### config.mk
export PLATFORM = sky130hd
export DESIGN_NAME = serial_transmitter
export DESIGN_NICKNAME = d
export VERILOG_FILES = /design/src/rtl/serial_transmitter.sv
export SDC_FILE = /design/constraint.sdc
export NUM_CORES = 1
export LEC_CHECK = 0
export CORE_ASPECT_RATIO = 0.75
export CORE_MARGIN = 2
export CORE_UTILIZATION = 45
export DETAILED_ROUTE_END_ITERATION = 16
export PLACE_DENSITY = 0.65
export SETUP_SLACK_MARGIN = 0.05
export SLEW_MARGIN = 20
export SYNTH_ARGS = -nofsm -noshare
export SYNTH_HDL_FRONTEND = slang
export SYNTH_SLANG_ARGS = --single-unit
### constraint.sdc
create_clock -name clk -period 2.9 [get_ports clk]
set_input_delay 0.58 -clock clk [delete_from_list [all_inputs] [get_ports clk]]
set_output_delay 0.58 -clock clk [all_outputs]
set_load 0.01 [all_outputs]
### src/rtl/serial_transmitter.sv
// ---------------------------------------------------------------------------
// serial_transmitter
//   Buffers 7-bit words in a small FIFO and sends each one as a 10-bit-period
//   frame on a registered serial line: start (0), data bits 6..0 (MSB first),
//   even parity, stop (1). Frames are sent back to back while words remain
//   buffered, with no idle gap between them.
//
// Parameters
//   CLKS_PER_BIT : clock cycles per serial bit period (1..255)
//   FIFO_DEPTH   : input buffer entries (power of two, >= 2)
//
// Ports
//   clk        : clock, all state changes on the rising edge
//   rst        : synchronous active-high reset, overrides all other inputs
//   valid_in   : producer offers data_in this cycle
//   data_in    : 7-bit payload word
//   ready_out  : buffer not full; a word is taken when valid_in & ready_out
//   serial_out : registered serial line, idles at 1
//   busy       : transmitter FSM is not idle
//   fifo_count : number of buffered words not yet popped
// ---------------------------------------------------------------------------
module serial_transmitter #(
  parameter int CLKS_PER_BIT = 1,
  parameter int FIFO_DEPTH   = 4
) (
  input  logic                          clk,
  input  logic                          rst,
  input  logic                          valid_in,
  input  logic [6:0]                    data_in,
  output logic                          ready_out,
  output logic                          serial_out,
  output logic                          busy,
  output logic [$clog2(FIFO_DEPTH):0]   fifo_count
);

  localparam int PTR_W = $clog2(FIFO_DEPTH);
  localparam int CNT_W = PTR_W + 1;

  typedef enum logic [2:0] {
    IDLE,
    START,
    DATA,
    PARITY,
    STOP
  } state_t;

  state_t           state_q, state_d;
  logic [6:0]       mem [FIFO_DEPTH];
  logic [PTR_W-1:0] wr_ptr, rd_ptr;
  logic [7:0]       bit_cnt_q, bit_cnt_d;
  logic [2:0]       bit_idx_q, bit_idx_d;
  logic [6:0]       shift_q;
  logic             parity_q;
  logic             serial_d;
  logic             bit_done;
  logic             buf_nonempty;
  logic             push;
  logic             pop;

  // Last cycle of the current bit period.
  assign bit_done     = (bit_cnt_q == 8'(CLKS_PER_BIT - 1));
  assign buf_nonempty = (fifo_count != '0);
  assign ready_out    = (fifo_count != CNT_W'(FIFO_DEPTH));
  assign push         = valid_in && ready_out;
  // A word is taken when leaving IDLE or at the end of a stop bit, always
  // judged on the registered count so a fresh push waits one edge.
  assign pop          = buf_nonempty && ((state_q == IDLE) || ((state_q == STOP) && bit_done));
  assign busy         = (state_q != IDLE);

  // State register and registered line.
  // NOTE: clocked state uses non-blocking assignments so every flop samples
  // pre-edge values regardless of statement order.
  always_ff @(posedge clk) begin
    if (rst) begin
      state_q    <= IDLE;
      serial_out <= 1'b1;
      bit_cnt_q  <= '0;
      bit_idx_q  <= '0;
    end else begin
      state_q    <= state_d;
      serial_out <= serial_d;
      bit_cnt_q  <= bit_cnt_d;
      bit_idx_q  <= bit_idx_d;
    end
  end

  // Next-state logic.
  // NOTE: every combinational output gets a default first so no path leaves
  // it unassigned, which would otherwise infer a latch.
  always_comb begin
    state_d = state_q;
    case (state_q)
      IDLE:    if (buf_nonempty) state_d = START;
      START:   if (bit_done) state_d = DATA;
      DATA:    if (bit_done && (bit_idx_q == 3'd0)) state_d = PARITY;
      PARITY:  if (bit_done) state_d = STOP;
      STOP:    if (bit_done) state_d = buf_nonempty ? START : IDLE;
      default: state_d = IDLE;
    endcase
  end

  // Output logic: bit timing, data index and the next line level.
  always_comb begin
    bit_idx_d = bit_idx_q;
    bit_cnt_d = ((state_q == IDLE) || bit_done) ? 8'd0 : bit_cnt_q + 8'd1;

    if ((state_q == START) && bit_done) begin
      bit_idx_d = 3'd6;
    end else if ((state_q == DATA) && bit_done && (bit_idx_q != 3'd0)) begin
      bit_idx_d = bit_idx_q - 3'd1;
    end

    case (state_d)
      IDLE:    serial_d = 1'b1;
      START:   serial_d = 1'b0;
      DATA:    serial_d = shift_q[bit_idx_d];
      PARITY:  serial_d = parity_q;
      STOP:    serial_d = 1'b1;
      default: serial_d = 1'b1;
    endcase
  end

  // Buffer bookkeeping and capture of the word being framed. The captured
  // copy keeps a frame in flight independent of later pushes.
  always_ff @(posedge clk) begin
    if (rst) begin
      wr_ptr     <= '0;
      rd_ptr     <= '0;
      fifo_count <= '0;
      shift_q    <= '0;
      parity_q   <= 1'b0;
    end else begin
      if (push) begin
        wr_ptr <= wr_ptr + PTR_W'(1);
      end
      if (pop) begin
        rd_ptr   <= rd_ptr + PTR_W'(1);
        shift_q  <= mem[rd_ptr];
        parity_q <= ^mem[rd_ptr];
      end
      case ({push, pop})
        2'b10:   fifo_count <= fifo_count + CNT_W'(1);
        2'b01:   fifo_count <= fifo_count - CNT_W'(1);
        default: fifo_count <= fifo_count;
      endcase
    end
  end

  // NOTE: the storage array is deliberately not reset; an entry is only read
  // after it has been written, and leaving it reset-free lets it map to RAM.
  always_ff @(posedge clk) begin
    if (push) begin
      mem[wr_ptr] <= data_in;
    end
  end

endmodule

# Word level (Yosys, flattened, before mapping)

Memory sizes are Yosys's and may differ from the RTL's. A register that Yosys moved wholly into a read port is not among the register bits.
Cells that the tools add are included.

Bits in latches: 0
Bits in writable memories: 28
Output and inout bits: 6
Word-level logic and storage cells: 62
Memory bits (read-only): 0
Memories: 1
Register bits: 30
Input bits: 10

Bitwise gates (word level): 0
Div/mod/pow operators: 0
Shifts and indexed selects: 0
Add/subtract/negate cells: 6
Reduce and logical (&&, ||, !) cells: 18
Equal/unequal tests: 10
Order comparisons: 1
Multipliers: 0
Muxes and demuxes: 17

Memories:

| name | words | width | rd ports | clocked after Yosys merged registers in | wr ports | line | source |
|---|---|---|---|---|---|---|---|
| mem  | 4     | 7     | 1        | 1                                       | 1        | 48   | `logic [6:0] mem [FIFO_DEPTH];` |

Operators with widths:

| kind                                                        | number |
|---|---|
| two-way mux 3 bit                                           | 7 |
| case mux 3 bit (5 select lines)                             | 1 |
| equality test 3 x 2 -> 1 bit (second input constant)        | 4 |
| nonzero test 3 bit                                          | 3 |
| adder 8 x 1 -> 8 bit (second input constant)                | 1 |
| logical NOT 8 bit                                           | 1 |
| logical AND 1 bit                                           | 7 |
| parity 7 bit                                                | 1 |
| equality test 3 x 1 -> 1 bit (second input constant)        | 2 |
| logical NOT 3 bit                                           | 2 |
| case mux 3 bit (2 select lines)                             | 1 |
| subtractor 3 x 1 -> 3 bit (second input constant)           | 2 |
| adder 2 x 1 -> 2 bit (second input constant)                | 2 |
| less-than comparator 3 x 4 -> 1 bit (second input constant) | 1 |
| two-way mux 1 bit                                           | 4 |
| two-way mux 2 bit                                           | 2 |
| adder 3 x 1 -> 3 bit (second input constant)                | 1 |
| binary-select mux 1 bit (select 3 bit)                      | 1 |
| equality test 3 bit (second input constant)                 | 1 |
| inequality test 3 bit (second input constant)               | 1 |
| case mux 1 bit (3 select lines)                             | 1 |
| equality test 2 x 1 -> 1 bit (second input constant)        | 1 |
| equality test 2 bit (second input constant)                 | 1 |
| logical OR 1 bit                                            | 2 |
| other kinds (2)                                             | 2 |

# Longest topological paths before layout

Depth in word-level cells: 8
Depth in mapped cells: 12
Depth with buffers taken out: 11

# Worst setup path after synthesis

No wires, ideal clock.

Kind: reg2reg
Start: reg bit_cnt_q[0]
End: reg fifo_count[2]
Slack: 63 ps
Data arrival time: 2767 ps
Path buffers: 1
Stages on the path, launching flop included: 13
Period minus slack after synthesis: 2837 ps
Library setup time: 71 ps
Data required time: 2829 ps
Cell sequence: dfxtp_1 inv_1 ha_1 nor4b_2 nand2_1 a2111oi_1 buf_4 ha_1 inv_1 fa_1 xor2_1 or3_1 a21oi_1

Word-level cells in the longest chain between the ends: 6
Elaborated cells between the ends (all ways): 8
Classes of those cells: eq/ne: 2; mux: 1; reduce/logical: 5

RTL lines:

| item                                                                  | line | source |
|---|---|---|
| start, declared                                                       | 50   | `logic [7:0] bit_cnt_q, bit_cnt_d;` |
| start signal, assigned                                                | 82   | `bit_cnt_q <= bit_cnt_d;` |
| logical NOT 8 bit *                                                   | 61   | `assign bit_done = (bit_cnt_q == 8'(CLKS_PER_BIT - 1));` |
| logical AND 1 bit *                                                   | 67   | `assign pop = buf_nonempty && ((state_q == IDLE) \|\| ((state_q == STOP) && bit_done));` |
| logical OR 1 bit *                                                    | 67   |  |
| logical AND 1 bit *                                                   | 67   |  |
| via pop                                                               | 58   | `logic pop;` |
| equality test 2 x 1 -> 1 bit or equality test 2 bit (tied branches)   | 141  | `case ({push, pop})` |
| case mux 3 bit (2 select lines) or nonzero test 2 bit (tied branches) | --   |  |
| end signal, assigned                                                  | 142  | `2'b10: fifo_count <= fifo_count + CNT_W'(1);` |
| end signal, assigned                                                  | 143  | `2'b01: fifo_count <= fifo_count - CNT_W'(1);` |
| end signal, assigned                                                  | 144  | `default: fifo_count <= fifo_count;` |
| end, declared                                                         | 33   | `output logic [$clog2(FIFO_DEPTH):0] fifo_count` |

The timed path passes the listed nets; every way through them passes the cells marked *.
A chain may end at the register's enable or synchronous reset.

# Worst setup path in the final report

Start: reg bit_cnt_q[0]
End: reg fifo_count[2]

Word-level cells in the longest chain between the ends: 6
Elaborated cells between the ends (all ways): 8
Classes of those cells: eq/ne: 2; mux: 1; reduce/logical: 5

RTL lines:

| item                                                                  | line |
|---|---|
| logical NOT 8 bit *                                                   | 61 |
| logical AND 1 bit *                                                   | 67 |
| logical OR 1 bit *                                                    | 67 |
| logical AND 1 bit *                                                   | 67 |
| equality test 2 x 1 -> 1 bit or equality test 2 bit (tied branches)   | 141 |
| case mux 3 bit (2 select lines) or nonzero test 2 bit (tied branches) | -- |

Mark *: on every way between the ends. The rest lies on a longest branch, timed or not.

==> impl_metrics.toml <==
[layout]
antenna_cells = 0
finalInstanceArea_um2 = 3170
syn_to_final_growth_pct = 16.3
fin_nets = 272
drive_above_1_share_pct = 14.8

[global_route]
gr-usage-met1_pct = 22.9
grt_pass1_wl_um = 7880
grt_max_degree = 16
met3_usage_pct = 6.52
grt_antenna_before_repair = 0
grt_pass1_vias = 1646
grt_most_used_layer = "met1"
track_usage_pct = 15.7
grt_overflow = 0
met2_usage_pct = 20.8

[clock_network]
cts_root_buf = "clkbuf_8"
clkTransAtPathRegs_ns = 0.07
cts_sinks = 60
h-tree-depth = 3
clock_tree.buffer_depth = 2
cts_tree = "done"
clock_latency_ns = 0.33
cts_buffers = 9

[yosys]
yosys-top-cells-area = "edfxtp_1, dfxtp_1, mux4_2, nor2_1, ha_1"
ys_seq_area_share_pct = 54.3
synth_top_area_cell = "edfxtp_1"
synth-seq-cells = 60
netlist_top_cells_count = "dfxtp_1, nor2_1, edfxtp_1"
syn_area_per_cell_um2 = 11.8
netlist.area_leader.share_pct = 30.8
synth_edf_count = 28
dominantRegCellSynth = "dfxtp_1"
async_reset_ff_share_pct = 0
synthesis.nets = 251
syn_area_um2 = 2730
synth.distinct_cells = 51
ys_warn_count = 0
syn_inst = 231

[detailed_routing]
dr_total_vias = 1728
drt_iter0_drc = 93
wirelength_um = 4640
ant_nets = 0
via_per_inst = 5.16
post-route-drc-count = 0
wl_per_cell_um = 13.9
drt_first_pass_iters = 4

[power]
finalPower_mw = 3.23
powerDensity_nw_per_um2 = 1020
leakagePower_nw = 1.13
peakVddDrop_uv = 629

[sta]
fin_crit_sh_pct = 90.2
setup_viol = 0
min_period_ns = 2.62
rsz0062_at_grt = "no"
worstMarginPinSlew_ns = 0.584
drv_slew = 0
fin_setup_tns_ns = 0
max_freq_mhz = 382
hold_viol = 0
slew_headroom_pct = 60.9
hold_ws_ns = 0.489
fin_skew_ns = 0.00921
fin_ws_ns = 0.283

[placed_design]
place_area_um2 = 2950
hpwl_um = 3280
portBuffers = 15
dp_slack_ns = 0.180
place_congestion = 0.827

[floorplanning]
rows = 24
die_h_um = 71.4
die_area_um2 = 6710
die_w_um = 93.9
core_area_um2 = 5830
num_io_pins = 16
start_util_pct = 46.8

[critical_path]
path_cells = "inv_1 -> ha_1 -> nor4b_2 -> nand2_1 -> a2111oi_4 -> ha_2 -> inv_1 -> fa_1 -> xor2_1 -> or3_1 -> a21oi_1"
cp_slowest_stage_delay_ns = 0.39
cp.arrival_ns = 2.89
cp_common_cell = "inv_1"
end_kind = "flop"
cp_num_buf_inv = 2
critPathKind = "reg2reg"
critPathSlowestCell = "fa_1"
cp-start-kind = "flop"
critical-path-top-delay-family = "adder cells"
critPathMaxFanout = 6
required_ns = 3.17

[worst_hold_path]
holdCritPathClass = "reg2reg"

[status]
status = "finished clean"

[run]
maxCapViolCount = 0
cells in the final DEF (no fill, tap or decap), types with 5 or more instances in the layout:
cell and instances:
nor2_1 32, dfxtp_1 32, edfxtp_1 28, clkdlybuf4s50_1 15, inv_1 11, xor2_1 11, clkbuf_8 10, nor3_1 8
nand2_1 8, nand3_1 8, mux2i_1 8, ha_1 8, mux4_2 7, xnor2_1 7, and3_1 5, a21oi_1 5
area by class of cell:
type                            count  area (um^2)
Clock buffer                       10          138
Clock inverter                      6         63.8
Fill cell                         505         2650
Inverter                           11         41.3
Multi-Input combinational cell    151         1170
Sequential cell                    60         1480
Tap cell                           78         97.6
Timing Repair Buffer               19          180
what timing repair did:
| item | 4_1_cts | 5_1_grt |
|---|---|---|
| setup buffers | 0 | 1 |
| endpoints found under the setup margin | 0 | 1 |
| hold buffers | 0 | 0 |
| resized for setup | 0 | 2 |
flip-flops by register name, indices dropped and copies added (netlist names), named ones only:
signal      count
rd_ptr          2
parity_q        1
fifo_count      3
shift_q         7
bit_idx_q       3
serial_out      1
wr_ptr          2
state_q         3
bit_cnt_q       8
mem            28
metrics by stage:
stage / instances / utilization, %
detailed placement: 318 / 50.6
CTS: 334 / 54.1
global route: 335 / 54.5
finish: 335 / 54.5
global placement: 318 / 50.6
floorplan: 231 / -
worst paths after layout:
kind / endpoint / slack [ns] / depth (start not counted) / from
max: fifo_count[2]$_SDFFE_PP0P_ / 0.28 / 11 / bit_cnt_q[0]$_SDFF_PP0_
min: bit_cnt_q[0]$_SDFF_PP0_ / 0.49 / 1 / bit_cnt_q[0]$_SDFF_PP0_
min reg2reg: bit_cnt_q[0]$_SDFF_PP0_ / 0.49 / 1 / bit_cnt_q[0]$_SDFF_PP0_
max reg2reg: fifo_count[2]$_SDFFE_PP0P_ / 0.28 / 11 / bit_cnt_q[0]$_SDFF_PP0_
logic make-up (layout without fill, tap and decap cells):
logic type      Yosys count  after routing  share of synthesized area [%]
mux                      15             15                           8.72
xor+xnor                 18             18                           5.78
simple gates             79             79                           14.8
buf+inv                  20             46                           3.49
fa+ha+maj                11             11                           5.23
compound gates           28             28                           7.66
flops                    60             60                           54.3
metal layers:
metal	up-vias	routed length, um
met2	37	1930
li1	878	-
met3	6	264
met5	-	0
met1	807	2390
met4	0	59
where the power goes:
| group | total (mW) | switching, mW | internal (mW) |
|---|---|---|---|
| Clock | 0.737 | 0.320 | 0.418 |
| Sequential | 1.22 | 0.164 | 1.06 |
| Combinational | 1.27 | 0.636 | 0.636 |
| Total | 3.23 | 1.12 | 2.11 |
(Power assumes the default switching activity.)
==> patch 1, RTL diff (same flow settings) <==
The 5 states of `state_t` get a Gray code encoding in 3 bits.
--- a/src/rtl/serial_transmitter.sv
+++ b/src/rtl/serial_transmitter.sv
@@ -37,11 +37,11 @@
   localparam int CNT_W = PTR_W + 1;
 
   typedef enum logic [2:0] {
-    IDLE,
-    START,
-    DATA,
-    PARITY,
-    STOP
+    IDLE   = 3'b000,
+    START  = 3'b001,
+    DATA   = 3'b011,
+    PARITY = 3'b010,
+    STOP   = 3'b110
   } state_t;
 
   state_t           state_q, state_d;
Behaviour: no difference found for any inputs over 10 cycles, from zero or initial values and one cycle with rst high; not proved beyond that.
==> patch 1 against the original RTL <==
  * Sequential cell count did not move
  * Worst setup slack improved by 10 ps
  * Power fell by 13%
  * Synthesized area fell by 1.1%
  * Synthesized cell count fell by 5.2%
  * Die area fell by 1.1%
  * Via count fell by 3.5%
  * Sequential share of layout area rose by 0.82 points
  * Final area fell by 1.7%
  * Routed wire length fell by 7.0%
  * Critical path type unchanged
  * Highest routed layer unchanged
==> patch 1: results (changes against the original RTL) <==
Hold Crit Depth: 2 (was 1)
Total track usage: 0.147 (was 0.157)
Hold Crit Start: shift_q[4] (was bit_cnt_q[0])
Status: finished, final reports clean (unchanged)
Hold WS: 497 ps (was 489 ps)
Hold worst-path end: shift_q[4] (was bit_cnt_q[0])
Maximum vdd drop: 0.456 mV (was 0.629 mV)
Biggest regs: mem: 28 flops, bit_cnt_q: 8 flops, shift_q: 7 flops (unchanged)
Total negative slack: 0 ps (unchanged)
CP max FO: 6 (unchanged)
Placer Congestion: 0.773 (was 0.827)
Vias in the first global route: 1569 (was 1646)
Relative slew slack: 0.660 (was 0.609)
CP arrival: 2880 ps (was 2890 ps)
Post-Syn Instances: 219 (was 231)
Register area share after synthesis: 0.549 (was 0.543)
# nets final: 260 (was 272)
Reg2Reg Depth: 11 (unchanged)
Area contributors post-synth: edfxtp_1 (31%), dfxtp_1 (24%), mux4_2 (5.8%), ha_1 (4.2%), nor2_1 (3.9%) (was edfxtp_1 (31%), dfxtp_1 (23%), mux4_2 (5.8%), nor2_1 (4.4%), ha_1 (4.1%))
Net Sw Frac: 0.341 (was 0.347)
Placed Cells: 307 (was 318)
Syn Nets: 239 (was 251)
1st-iter DRT viols: 103 (was 93)
H-tree depth: 3 (unchanged)
WL/cell: 13.4 um (was 13.9 um)
Critical path's largest stage delay: 370 ps (was 390 ps)
Library cells used by synthesis: 44 (was 51)
Synth cell count leaders: dfxtp_1 (32), edfxtp_1 (28), nor2_1 (28), inv_1 (14), mux2i_1 (10) (was dfxtp_1 (32), nor2_1 (32), edfxtp_1 (28), inv_1 (11), xor2_1 (11))
Final Skew: 5.71 ps (was 9.21 ps)
P_leak: 1.10 nW (was 1.13 nW)
Post-synth EDFFs: 28 (unchanged)
Final HPWL DP: 3130 um (was 3280 um)
Layout cell share with drive strength beyond 1: 0.147 (was 0.148)
Final cell count without fillers: 323 (was 335)
First-pass GRT wire length: 7340 um (was 7880 um)
Vias per cell: 5.16 (about the same)
Diodes inserted: 0 (unchanged)
Largest net degree at the start of global routing: 25 (was 16)
Clock Tree Root: clkbuf_8 (unchanged)
==> patch 1: changes by cell type after synthesis, moves of 3 or more <==
cell / before / now
a21oi_1: 5 / 8
and2_1: 1 / 4
inv_1: 11 / 14
nand2_1: 8 / 3
nor2_1: 32 / 28
nor3_1: 8 / 3
==> patch 1: how the worst max path moves through the flow <==
stage,from,end
final,bit_cnt_q[0],fifo_count[2]
after global routing,bit_cnt_q[0],fifo_count[2]
after CTS,bit_cnt_q[0],fifo_count[2]
after detailed placement,bit_cnt_q[0],fifo_count[2]
after global placement,bit_cnt_q[0],fifo_count[2]
after floorplan,bit_cnt_q[0],fifo_count[2]
==> patch 1: timing repair <==
item	in CTS	in global routing
hold endpoints to repair	0	0
setup endpoints to repair	0	1
resized for setup	0	1
hold buffers	0	0
==> patch 1: cell families (layout without fill, tap and decap cells) <==
logic type | Yosys count | count (layout) | synth area share
buffers and inverters | 23 | 49 | 0.0357
and+or+nand+nor | 65 | 65 | 0.129
xor gates and xnor gates | 18 | 18 | 0.0585
AOI/OAI and AO/OA | 25 | 25 | 0.0789
muxes | 18 | 18 | 0.0998
DFF | 60 | 60 | 0.549
adders and majority gates | 10 | 10 | 0.0492
==> patch 1: through the flow <==
| stage | instance area, um^2 | setup slack, ps |
|---|---|---|
| 2_1_floorplan | 2700 | 181 |
| 3_3_place_gp | 2930 | 309 |
| 3_5_place_dp | 2930 | 207 |
| 4_1_cts | 3110 | 192 |
| 5_1_grt | 3120 | 56.1 |
| 6_report | 3120 | 293 |
==> patch 1: layout make-up <==
class / instances / area, um^2 / share of cell area
Sequential cell: 60 / 1480 / 0.475
Inverter: 16 / 60.1 / 0.0193
Multi-Input combinational cell: 136 / 1130 / 0.362
Timing Repair Buffer: 17 / 165 / 0.0530
Clock buffer: 9 / 124 / 0.0397
Tap cell: 78 / 97.6 / 0.0313
Clock inverter: 7 / 60.1 / 0.0193
==> patch 1: worst reg2reg max path, delay by kind of cell (launching register included) <==
kind | cells | cell delay [ps]
fa+ha+maj | 3 | 740
flops | 1 | 350
simple gates | 3 | 730
buf+inv | 2 | 140
compound gates | 2 | 430
xor+xnor | 1 | 150
==> patch 1: layer usage <==
metal	GRT usage	up-vias	part of all wire
li1	-	824	-
met1	0.196	797	0.49
met2	0.213	39	0.43
met3	0.0650	7	0.058
met4	0.0539	0	0.014
met5	0	-	0
==> patch 1: power groups by stage <==
stage	combinational [mW]	clock, mW	sequential, mW
floorplan	0.764	0	1.13
global placement	0.970	0	1.17
detailed placement	0.981	0	1.17
CTS	0.986	0.701	1.15
global route	1.09	0.736	1.18
finish	0.977	0.681	1.15
==> patch 2, RTL diff (same flow settings) <==
Made on the original files. The parameter `FIFO_DEPTH` goes from 4 to 16.
--- a/src/rtl/serial_transmitter.sv
+++ b/src/rtl/serial_transmitter.sv
@@ -21,7 +21,7 @@
 // ---------------------------------------------------------------------------
 module serial_transmitter #(
   parameter int CLKS_PER_BIT = 1,
-  parameter int FIFO_DEPTH   = 4
+  parameter int FIFO_DEPTH   = 16
 ) (
   input  logic                          clk,
   input  logic                          rst,
Interface: changed (resized fifo_count); port bits go from 16 to 18. The function was not compared with the original's and may differ.
==> patch 2 against the original RTL <==
  * Synthesized area grew 130%
  * Power grew 110%
  * Largest power group is now sequential cells
  * Routed wire length grew to 2.5 times the old value
  * Sequential cell count grew 92
  * Fmax shrank 0.97%
  * Final area grew 140%
  * Sequential share of layout area grew 8.9 points
  * First-iteration DRC count grew to 2.6 times the old value
  * Worst setup slack lost 26 ps
  * Critical path type unchanged
==> patch 2: results (changes against the original RTL) <==
Non-CTS buffers: 45 (was 19)
GRT met3 Usage: 0.0538 (was 0.0652)
Final Skew: 8.17 ps (was 9.21 ps)
Slowest-stage cell, CP: fa_2 (was fa_1)
1st-iter DRT viols: 242 (was 93)
Final cell count without fillers: 659 (was 335)
Pint: 4.82 mW (was 2.11 mW)
Period Utilization, post-route: 0.911 (was 0.902)
Slew @ Worst Pin: 556 ps (was 584 ps)
Post-Synth Adder-Cell Area: 0.0285 (was 0.0523)
Post-Route WL: 11600 um (was 4640 um)
Placer Congestion: 0.842 (was 0.827)
Flop pwr share: 0.391 (was 0.378)
P_leak: 2.57 nW (was 1.13 nW)
Multi-input gate area: 0.00209 mm^2 (was 0.00117 mm^2)
Placed Area: 0.00692 mm^2 (was 0.00295 mm^2)
Biggest regs: mem: 112 flops, bit_cnt_q: 8 flops, shift_q: 7 flops (was mem: 28 flops, bit_cnt_q: 8 flops, shift_q: 7 flops)
Compound-Gate Fraction of Synth Area: 0.0508 (was 0.0766)
Synth cell count leaders: edfxtp_1 (112), nor2_1 (55), dfxtp_1 (40), mux4_2 (29), a21oi_1 (17) (was dfxtp_1 (32), nor2_1 (32), edfxtp_1 (28), inv_1 (11), xor2_1 (11))
Post-route cell area: 0.00750 mm^2 (was 0.00317 mm^2)
Via count: 3594 (was 1728)
Status: finished, final reports clean (unchanged)
Reg-to-reg endpoint: fifo_count[4] (was fifo_count[2])
Total track usage: 0.168 (was 0.157)
Placed Cells: 628 (was 318)
Mapped Avg Cell Area: 15.0 um^2 (was 11.8 um^2)
Seq cells post-synth: 152 (was 60)
-- patch 2: cell count changes after synthesis, moves of 8 or more --
cell / unedited run / this run
nor2_1: 32 / 55
dfxtp_1: 32 / 40
a21oi_1: 5 / 17
mux4_2: 7 / 29
nand2_1: 8 / 16
edfxtp_1: 28 / 112
a22oi_1: 0 / 12
-- patch 2: worst min-delay path by stage --
stage                       startpoint      endpoint  slack (ps)  cells past startpoint
after floorplan           bit_cnt_q[0]  bit_cnt_q[0]         430                      1
after global placement    bit_cnt_q[0]  bit_cnt_q[0]         440                      1
after detailed placement  bit_cnt_q[0]  bit_cnt_q[0]         450                      1
after CTS                 bit_cnt_q[0]  bit_cnt_q[0]         460                      1
after global routing      bit_cnt_q[0]  bit_cnt_q[0]         490                      1
final                     bit_cnt_q[0]  bit_cnt_q[0]         450                      1
